[src/rtl/vend_input_scheduler.sv]
`default_nettype none
// ============================================================================
// Module   : vend_input_scheduler
// Purpose  : Coin/item front-end for the vending core. Synchronizes raw
//            buttons and switches, turns coin button presses into single
//            press events, arbitrates them round-robin into a small FIFO and
//            releases one coin event per 1 Hz tick.
// Config   : define DEBOUNCE_EN to build the per-button debounce FSMs;
//            without it a press is the rising edge of the synced button.
// Revision : 1.0 - initial release
// ============================================================================
module vend_input_scheduler #(
    parameter int DEBOUNCE_CYCLES = 1000000,
    parameter int FIFO_DEPTH      = 4
) (
    input  logic                          clk,
    input  logic                          clr,
    input  logic                          tick,
    input  logic [2:0]                    btn_raw,
    input  logic [3:0]                    sw_raw,
    output logic [2:0]                    coin,
    output logic [3:0]                    item,
    output logic [$clog2(FIFO_DEPTH):0]   fifo_level,
    output logic                          overflow,
    output logic                          busy
);

    localparam int                  c_ADDR_W = $clog2(FIFO_DEPTH);
    localparam logic [c_ADDR_W:0]   c_FULL   = (c_ADDR_W + 1)'(FIFO_DEPTH);

    // ------------------------------------------------------------------------
    // Synchronizers
    // ------------------------------------------------------------------------
    logic [2:0] r_btn_s1, r_btn_s2;
    logic [3:0] r_sw_s1, r_sw_s2;

    // Two-flop synchronizers for every raw button and switch bit
    always_ff @(posedge clk or posedge clr) begin
        if (clr) begin
            r_btn_s1 <= '0;
            r_btn_s2 <= '0;
            r_sw_s1  <= '0;
            r_sw_s2  <= '0;
        end else begin
            r_btn_s1 <= btn_raw;
            r_btn_s2 <= r_btn_s1;
            r_sw_s1  <= sw_raw;
            r_sw_s2  <= r_sw_s1;
        end
    end

    // ------------------------------------------------------------------------
    // Press detection
    // ------------------------------------------------------------------------
    logic [2:0] w_press;

`ifdef DEBOUNCE_EN
    localparam int                  c_CNT_W    = $clog2(DEBOUNCE_CYCLES + 1);
    localparam logic [c_CNT_W-1:0]  c_CNT_LAST = c_CNT_W'(DEBOUNCE_CYCLES - 1);

    typedef enum logic [1:0] {
        S_IDLE         = 2'd0,
        S_PRESS_WAIT   = 2'd1,
        S_HELD         = 2'd2,
        S_RELEASE_WAIT = 2'd3
    } db_state_t;

    for (genvar gi = 0; gi < 3; gi++) begin : g_debounce
        db_state_t          r_state;
        logic [c_CNT_W-1:0] r_cnt;
        logic               r_press;

        // Debounce FSM: one press pulse on entry to HELD, none on release
        always_ff @(posedge clk or posedge clr) begin
            if (clr) begin
                r_state <= S_IDLE;
                r_cnt   <= '0;
                r_press <= 1'b0;
            end else begin
                r_press <= 1'b0;
                case (r_state)
                    S_IDLE: begin
                        if (r_btn_s2[gi]) begin
                            r_state <= S_PRESS_WAIT;
                            r_cnt   <= '0;
                        end
                    end
                    S_PRESS_WAIT: begin
                        if (!r_btn_s2[gi]) begin
                            r_state <= S_IDLE;
                        end else if (r_cnt == c_CNT_LAST) begin
                            r_state <= S_HELD;
                            r_press <= 1'b1;
                        end else begin
                            r_cnt <= r_cnt + 1'b1;
                        end
                    end
                    S_HELD: begin
                        if (!r_btn_s2[gi]) begin
                            r_state <= S_RELEASE_WAIT;
                            r_cnt   <= '0;
                        end
                    end
                    S_RELEASE_WAIT: begin
                        if (r_btn_s2[gi]) begin
                            r_state <= S_HELD;
                        end else if (r_cnt == c_CNT_LAST) begin
                            r_state <= S_IDLE;
                        end else begin
                            r_cnt <= r_cnt + 1'b1;
                        end
                    end
                    default: r_state <= S_IDLE;
                endcase
            end
        end

        assign w_press[gi] = r_press;
    end
`else
    logic [2:0] r_btn_d;

    // Delayed copy of the synced buttons for rising-edge detection
    always_ff @(posedge clk or posedge clr) begin
        if (clr) begin
            r_btn_d <= '0;
        end else begin
            r_btn_d <= r_btn_s2;
        end
    end

    assign w_press = r_btn_s2 & ~r_btn_d;
`endif

    // ------------------------------------------------------------------------
    // Round-robin arbiter and FIFO control
    // ------------------------------------------------------------------------
    logic [2:0]          r_pending;
    logic [1:0]          r_ptr;
    logic [2:0]          r_mem [FIFO_DEPTH];
    logic [c_ADDR_W-1:0] r_wptr, r_rptr;
    logic [c_ADDR_W:0]   r_level;

    logic                w_empty, w_full, w_pop, w_can_push;
    logic [1:0]          w_cand0, w_cand1, w_cand2;
    logic                w_grant_vld;
    logic [1:0]          w_grant_idx;
    logic [2:0]          w_grant_oh;
    logic [2:0]          w_drop;

    assign w_empty    = (r_level == '0);
    assign w_full     = (r_level == c_FULL);
    assign w_pop      = tick & ~w_empty;
    // A pop on the same edge frees the slot the push will use
    assign w_can_push = ~w_full | w_pop;

    assign w_cand0 = r_ptr;
    assign w_cand1 = (r_ptr == 2'd2) ? 2'd0 : r_ptr + 2'd1;
    assign w_cand2 = (r_ptr == 2'd0) ? 2'd2 : r_ptr - 2'd1;

    // Pick the first pending button starting from the round-robin pointer
    always_comb begin
        w_grant_vld = 1'b0;
        w_grant_idx = r_ptr;
        if (w_can_push) begin
            if (r_pending[w_cand0]) begin
                w_grant_vld = 1'b1;
                w_grant_idx = w_cand0;
            end else if (r_pending[w_cand1]) begin
                w_grant_vld = 1'b1;
                w_grant_idx = w_cand1;
            end else if (r_pending[w_cand2]) begin
                w_grant_vld = 1'b1;
                w_grant_idx = w_cand2;
            end
        end
    end

    assign w_grant_oh = w_grant_vld ? (3'b001 << w_grant_idx) : 3'b000;
    // A press only collides with a pending bit that is not leaving this cycle
    assign w_drop     = w_press & r_pending & ~w_grant_oh;

    // Pending bits, round-robin pointer, sticky overflow
    always_ff @(posedge clk or posedge clr) begin
        if (clr) begin
            r_pending <= '0;
            r_ptr     <= 2'd0;
            overflow  <= 1'b0;
        end else begin
            r_pending <= (r_pending & ~w_grant_oh) | w_press;
            if (w_grant_vld) begin
                r_ptr <= (w_grant_idx == 2'd2) ? 2'd0 : w_grant_idx + 2'd1;
            end
            if (|w_drop) begin
                overflow <= 1'b1;
            end
        end
    end

    // FIFO storage; contents need no reset since the level gates every read
    always_ff @(posedge clk) begin
        if (w_grant_vld) begin
            r_mem[r_wptr] <= w_grant_oh;
        end
    end

    // FIFO pointers and level; pointers wrap naturally at the power-of-two depth
    always_ff @(posedge clk or posedge clr) begin
        if (clr) begin
            r_wptr  <= '0;
            r_rptr  <= '0;
            r_level <= '0;
        end else begin
            if (w_grant_vld) begin
                r_wptr <= r_wptr + 1'b1;
            end
            if (w_pop) begin
                r_rptr <= r_rptr + 1'b1;
            end
            case ({w_grant_vld, w_pop})
                2'b10:   r_level <= r_level + 1'b1;
                2'b01:   r_level <= r_level - 1'b1;
                default: r_level <= r_level;
            endcase
        end
    end

    // ------------------------------------------------------------------------
    // Tick-aligned outputs
    // ------------------------------------------------------------------------
    // Coin and item change only on tick and hold for the whole tick period
    always_ff @(posedge clk or posedge clr) begin
        if (clr) begin
            coin <= '0;
            item <= '0;
        end else if (tick) begin
            coin <= w_empty ? 3'b000 : r_mem[r_rptr];
            item <= r_sw_s2;
        end
    end

    assign fifo_level = r_level;
    assign busy       = (r_level != '0) | (|r_pending);

endmodule
`default_nettype wire
[config.mk]
export PLATFORM = sky130hd
export DESIGN_NAME = vend_input_scheduler
export DESIGN_NICKNAME = d
export VERILOG_FILES = /design/src/rtl/vend_input_scheduler.sv
export SDC_FILE = /design/constraint.sdc
export NUM_CORES = 1
export LEC_CHECK = 0
export CORE_MARGIN = 1
export CORE_UTILIZATION = 30
export CTS_CLUSTER_SIZE = 14
export DETAILED_ROUTE_END_ITERATION = 12
export PLACE_DENSITY = 0.55
export SYNTH_ARGS = -nofsm -noshare
export SYNTH_HDL_FRONTEND = slang
export SYNTH_SLANG_ARGS = --single-unit
[constraint.sdc]
create_clock -name clk -period 2.9 [get_ports clk]
set_input_delay 0.29 -clock clk [delete_from_list [all_inputs] [get_ports clk]]
set_output_delay 0.29 -clock clk [all_outputs]
set_load 0.005 [all_outputs]
# --- Yosys cells after proc, flatten, opt, wreduce, memory -nomap -nowiden ---
# Memory sizes are Yosys's and may differ from the RTL's.
# Index checks and enable logic that the tools add are counted.
totals:
  mem_bits_rw: 12
  elab_cells: 70
  input_bits: 10
  n_memories: 1
  out_inout_bits: 12
  ff_bits: 37
classes:
  shifts: 1
  reduce_logical: 6
  addsub: 7
  bitwise: 12
  n_eq_ne: 5
  magnitude_cmp: 3
  muxes: 22
memory_table:
  columns: ["memory", "words", "width", "read_ports", "rd_clocked_by_memory_dff", "write_ports", "line", "source"]
  rows:
  - ["r_mem", 4, 3, 1, 0, 1, "140", "logic [2:0] r_mem [FIFO_DEPTH];"]
ops:
  columns: ["operator", "count"]
  rows:
  - ["$mux 2", 7]
  - ["$and 3x3->3", 4]
  - ["$lt 2x3->1 const B", 3]
  - ["$mux 1", 9]
  - ["$add 2x1->2 const B", 4]
  - ["$bmux 1 s2", 3]
  - ["$eq 2x2->1 const B", 3]
  - ["$mux 3", 2]
  - ["$not 3->3", 2]
  - ["$pmux 3 s2", 1]
  - ["$reduce_or 3->1", 2]
  - ["$add 3x1->3 const B", 1]
  - ["$eq 3x3->1 const B", 1]
  - ["$logic_not 3->1", 1]
  - ["$or 3x3->3", 1]
  - ["$reduce_bool 3->1", 1]
  - ["$shl 1x2->3 const A", 1]
  - ["$sub 3x1->3 const B", 1]
  - ["$eq 2x1->1 const B", 1]
  - ["$logic_not 2->1", 1]
  - ["$not 1->1", 2]
  - ["$or 1x1->1", 2]
  - ["$reduce_bool 2->1", 1]
  - ["$sub 2x1->2 const B", 1]
  - ["$and 1x1->1", 1]

# --- Logic depth before layout (Yosys ltp) ---
logic_depth:
  word_depth: 13
  mapped_depth: 12
  mapped_depth_nobuf: 12

# --- Least setup slack after synthesis ---
# OpenSTA, ideal clock, no wires.
synth_timing:
  path_type: "register to register"
  from: "reg r_ptr[0]"
  to: "reg r_level[2] (netlist: fifo_level[2])"
  period_less_slack_ns: 2.620
  t_required_ns: 2.821
  n_path_buf: 0
  path_slack_ns: 0.280
  setup_ns: 0.079
  path_stages_with_launch: 13
  t_arrival_ns: 2.541
  path_cell_list: "dfrtp_1 > inv_1 > ha_1 > mux2i_1 > o2bb2ai_1 > o31a_2 > inv_1 > ha_1 > inv_1 > fa_1 > xor2_1 > nor2_1 > xor2_1"
synth_via:
  elab_chain_len: 10
  word_cells_on_any_way: 20
  classes_between: "add/sub: 2; eq/ne: 3; mux: 13; reduce/logical: 2"
synth_lines:
  columns: ["element", "line", "source"]
  rows:
  - ["start: declaration", "139", "logic [1:0] r_ptr;"]
  - ["start signal: assignment", "192", "r_ptr <= (w_grant_idx == 2'd2) ? 2'd0 : w_grant_idx + 2'd1;"]
  - ["$sub 2x1->2 or $logic_not 2->1 (tied branches)", "159", "assign w_cand2 = (r_ptr == 2'd0) ? 2'd2 : r_ptr - 2'd1;"]
  - ["$mux 2", "159", null]
  - ["$bmux 1 s2", "172", "end else if (r_pending[w_cand2]) begin"]
  - ["$mux 1 (not written as such)", "172", null]
  - ["$mux 1", "172", null]
  - ["$mux 1", "169", "end else if (r_pending[w_cand1]) begin"]
  - ["$mux 1 *", "166", "if (r_pending[w_cand0]) begin"]
  - ["$mux 1 *", "165", "if (w_can_push) begin"]
  - ["$eq 2x1->1 or $eq 2x2->1 (tied branches)", "220", "case ({w_grant_vld, w_pop})"]
  - ["$pmux 3 s2 or $reduce_bool 2->1 (tied branches)", null, null]
  - ["end signal: assignment", "221", "2'b10: r_level <= r_level + 1'b1;"]
  - ["end signal: assignment", "222", "2'b01: r_level <= r_level - 1'b1;"]
  - ["end signal: assignment", "223", "default: r_level <= r_level;"]
  - ["end: declaration", "142", "logic [c_ADDR_W:0] r_level;"]
# Mark *: on every way between the ends. The rest lies on a longest branch, timed or not. The select of a mux whose other input is x is not followed.
# A chain may end at the register's enable or synchronous reset.

# --- Worst setup path in the final report ---
# Same ends and word-level chain as after synthesis.

==> run metrics <==
hold-fix buffers at CTS=0; critical path's slowest cell=dfrtp_2; R2R depth=12; global route total overflow=0; final total power=0.00303 W; Critical Path Start Type=flop; kind of critical path=reg -> reg; Critical R2R Capture=fifo_level[2]$_DFFE_PP0P_; Row Count=29; Syn Inst Count=150; DRC Markers=1; die width=approximately 85 um; Max Clk Rate=around 0.37 GHz; CP arrival=2940 ps; die height=~85 um; syn nets=around 170; CTS max path bufs=2; Cell variety after synth=39; r2r setup slk=around 180 ps; routed vias/inst=approximately 4.6; Detailed Place HPWL=between 2 and 3 mm; dominant synthesized flop cell=dfrtp_1; Finish-stage setup viols=0; Mapped Area=0.00205 mm2; initial antenna violation count=0; required time of the critical path=between 3000 and 4000 ps; vias in the first global route=around 1,200; Final Max Slew Viols=0; relative slew slack=approximately 55%; Sink Count=just under 50; run status=complete, but fails checks; routability cong.=about 0.95; fill count=between 600 and 700; CTS tree=done; hold depth=0; Pre-antenna DRT Iters=8; global-route wire length before repair=~5.7 mm; IO Pins=22; Initial Utilization=between 30% and 40%; # nets final=about 200; layout cells sized above 1=between 10% and 20%; Detailed Route WL=roughly 3.6 mm; Yosys warning total=0; Initial DRC Count=40; Post-synth EDFFs=12; PortBufs=21; clk_lat worst skew=about 300 ps; total CTS buffers=5; area post-placement=approximately 0.0024 mm2; Worst setup EP type=flop; VDD IR max=around 0.44 mV; critical path peak fanout=5; Root Driver=clkbuf_8; PnR worst setup slack=185 ps; global-route usage over all layers=10.5%; DP Worst Slack=roughly 11 ps; PD cells=about 1200 mW/mm2; sequential share of the synthesized area=62.6%; #FFs+latches synth=slightly below 50; Crit path max-delay family=adder cells; worst path bufs/invs=3; area grow syn2layout=22.7%; Max-Cap Viols=0; Hold Path End=r_btn_s2[2]$_DFF_PP0_; failing checks=DRC; Ant. Diodes=0; H-tree depth=2; reg2reg start=r_ptr[0]$_DFFE_PP0P_; routed vias=~1,200; Core Box Area=between 0.006 and 0.007 mm2; TNS Setup=0 ps; period utilisation layout=93.6%; leakage=1.06 nW; Hold/Removal Path Class=reg -> reg; Async SR Flop Fraction=75.5%; worst hold slack=roughly 350 ps; Final Cell Area=about 0.0025 mm2; Worst-Margin Slew=around 670 ps; largest net degree at the start of global routing=21; worst hold path startpoint=r_btn_s1[2]$_DFF_PP0_; Syn Area/Cell=13.7 um2; commonest non-fill, non-tap cells in the layout=dfrtp_1, clkdlybuf4s50_1, inv_1; Clock Skew=roughly 7 ps; Worst-path clk slew=approximately 80 ps; most common cell after layout, fill and taps aside=dfrtp_1; RSZ-0062 raised after global routing=no; worst-path cell chain=inv_1 > ha_4 > mux2i_2 > o2bb2ai_1 > o31a_2 > inv_2 > ha_2 > inv_1 > fa_1 > xor2_1 > nor2_1 > xor2_1; Avg WL per Cell=~14 um; Slowest Stage Delay on Critical Path=a little over 400 ps; post-route ant nets=0; Fin. Hold Viols=0; Die ar.=0.00718 mm2; Period minus WS final=approximately 2700 ps
-- worst max path at each step --
stage | depth (start not counted) | slack [ps] | start | to
after global placement | 12 | 170 | r_ptr[0]$_DFFE_PP0P_ | fifo_level[2]$_DFFE_PP0P_
after global routing | 12 | 30 | r_ptr[0]$_DFFE_PP0P_ | fifo_level[2]$_DFFE_PP0P_
final | 12 | 180 | r_ptr[0]$_DFFE_PP0P_ | fifo_level[2]$_DFFE_PP0P_
after CTS | 12 | 20 | r_ptr[1]$_DFFE_PP0P_ | fifo_level[2]$_DFFE_PP0P_
after detailed placement | 12 | 10 | r_ptr[0]$_DFFE_PP0P_ | fifo_level[2]$_DFFE_PP0P_
after floorplan | 12 | 280 | r_ptr[0]$_DFFE_PP0P_ | fifo_level[2]$_DFFE_PP0P_
-- synthesized netlist by cell type (2+ instances only) --
library cell / number / share of area, %
inv_1: 16 / 2.9
clkbuf_1: 2 / 0.37
nand3b_1: 3 / 1.1
and2_1: 5 / 1.5
a22o_1: 2 / 0.85
ha_1: 8 / 4.9
edfxtp_1: 12 / 18
xor2_1: 3 / 1.3
o21ai_0: 9 / 2.2
nor2_1: 3 / 0.55
mux4_2: 3 / 3.3
xnor2_1: 3 / 1.3
mux2_2: 4 / 2.2
o211ai_1: 2 / 0.73
a41oi_1: 2 / 0.85
mux2i_1: 4 / 1.9
dfrtp_1: 37 / 45
a21o_1: 3 / 1.1
nor2b_1: 2 / 0.61
nand2_1: 7 / 1.3
nand3_1: 2 / 0.49
-- power breakdown --
group / switching (W) / internal [W] / total [W]
combinational: 0.000739 / 0.000694 / 0.00143
clock: 0.000204 / 0.000195 / 0.000399
sequential: 0.000163 / 0.00104 / 0.00120
-- layout make-up --
class	count	area (um2)	share of cell area [%]
repair buffers	29	270	10.7
flip-flops and latches	49	1290	51.1
multi-input cells	81	716	28.4
clock buffers	8	90.1	3.57
well taps	77	96.3	3.82
inverters	16	60.1	2.38
-- what timing repair did --
action	CTS	global route
setup endpoints to repair	1	1
buffers inserted	0	5
resized for setup	1	7
-- layer usage --
| metal | track usage, % | part of all wire [%] |
|---|---|---|
| met1 | 12.4 | 44 |
| met5 | 0 | 0 |
| met3 | 3.24 | 3.7 |
| met4 | 3.70 | 1.8 |
| met2 | 18.0 | 51 |
-- stage by stage --
step,utilization [%],cells
floorplan,-,150
global placement,36.3,247
detailed placement,36.3,247
CTS,37.7,255
global route,38.8,260
finish,38.8,260
-- worst register-to-register path, cell delays in order (launching register included) --
cell and delay [ps]:
dfrtp_2 410, inv_1 110, ha_4 300, mux2i_2 230, o2bb2ai_1 130, o31a_2 350, inv_2 80, ha_2 190
inv_1 50, fa_1 370, xor2_1 150, nor2_1 110, xor2_1 170
-- cells by family (layout without fill, tap and decap cells) --
kind of cell | count (synthesis) | in the layout | synth area share, %
xor gates and xnor gates | 6 | 6 | 2.56
muxes | 11 | 11 | 7.43
DFF | 49 | 49 | 62.6
and+or+nand+nor | 28 | 28 | 7.98
adders and majority gates | 9 | 9 | 5.85
buffers and inverters | 20 | 53 | 4.08
AOI/OAI and AO/OA | 27 | 27 | 9.50
-- sequential cells by signal, summed over array words and instances (netlist names) --
register	cells
fifo_level	3
r_pending	3
overflow	1
r_btn_s2	3
r_btn_s1	3
r_rptr	2
r_ptr	2
r_mem	12
coin	3
r_sw_s2	4
r_wptr	2
item	4
r_btn_d	3
r_sw_s1	4
No activity file was read; power rests on OpenSTA's default activity.
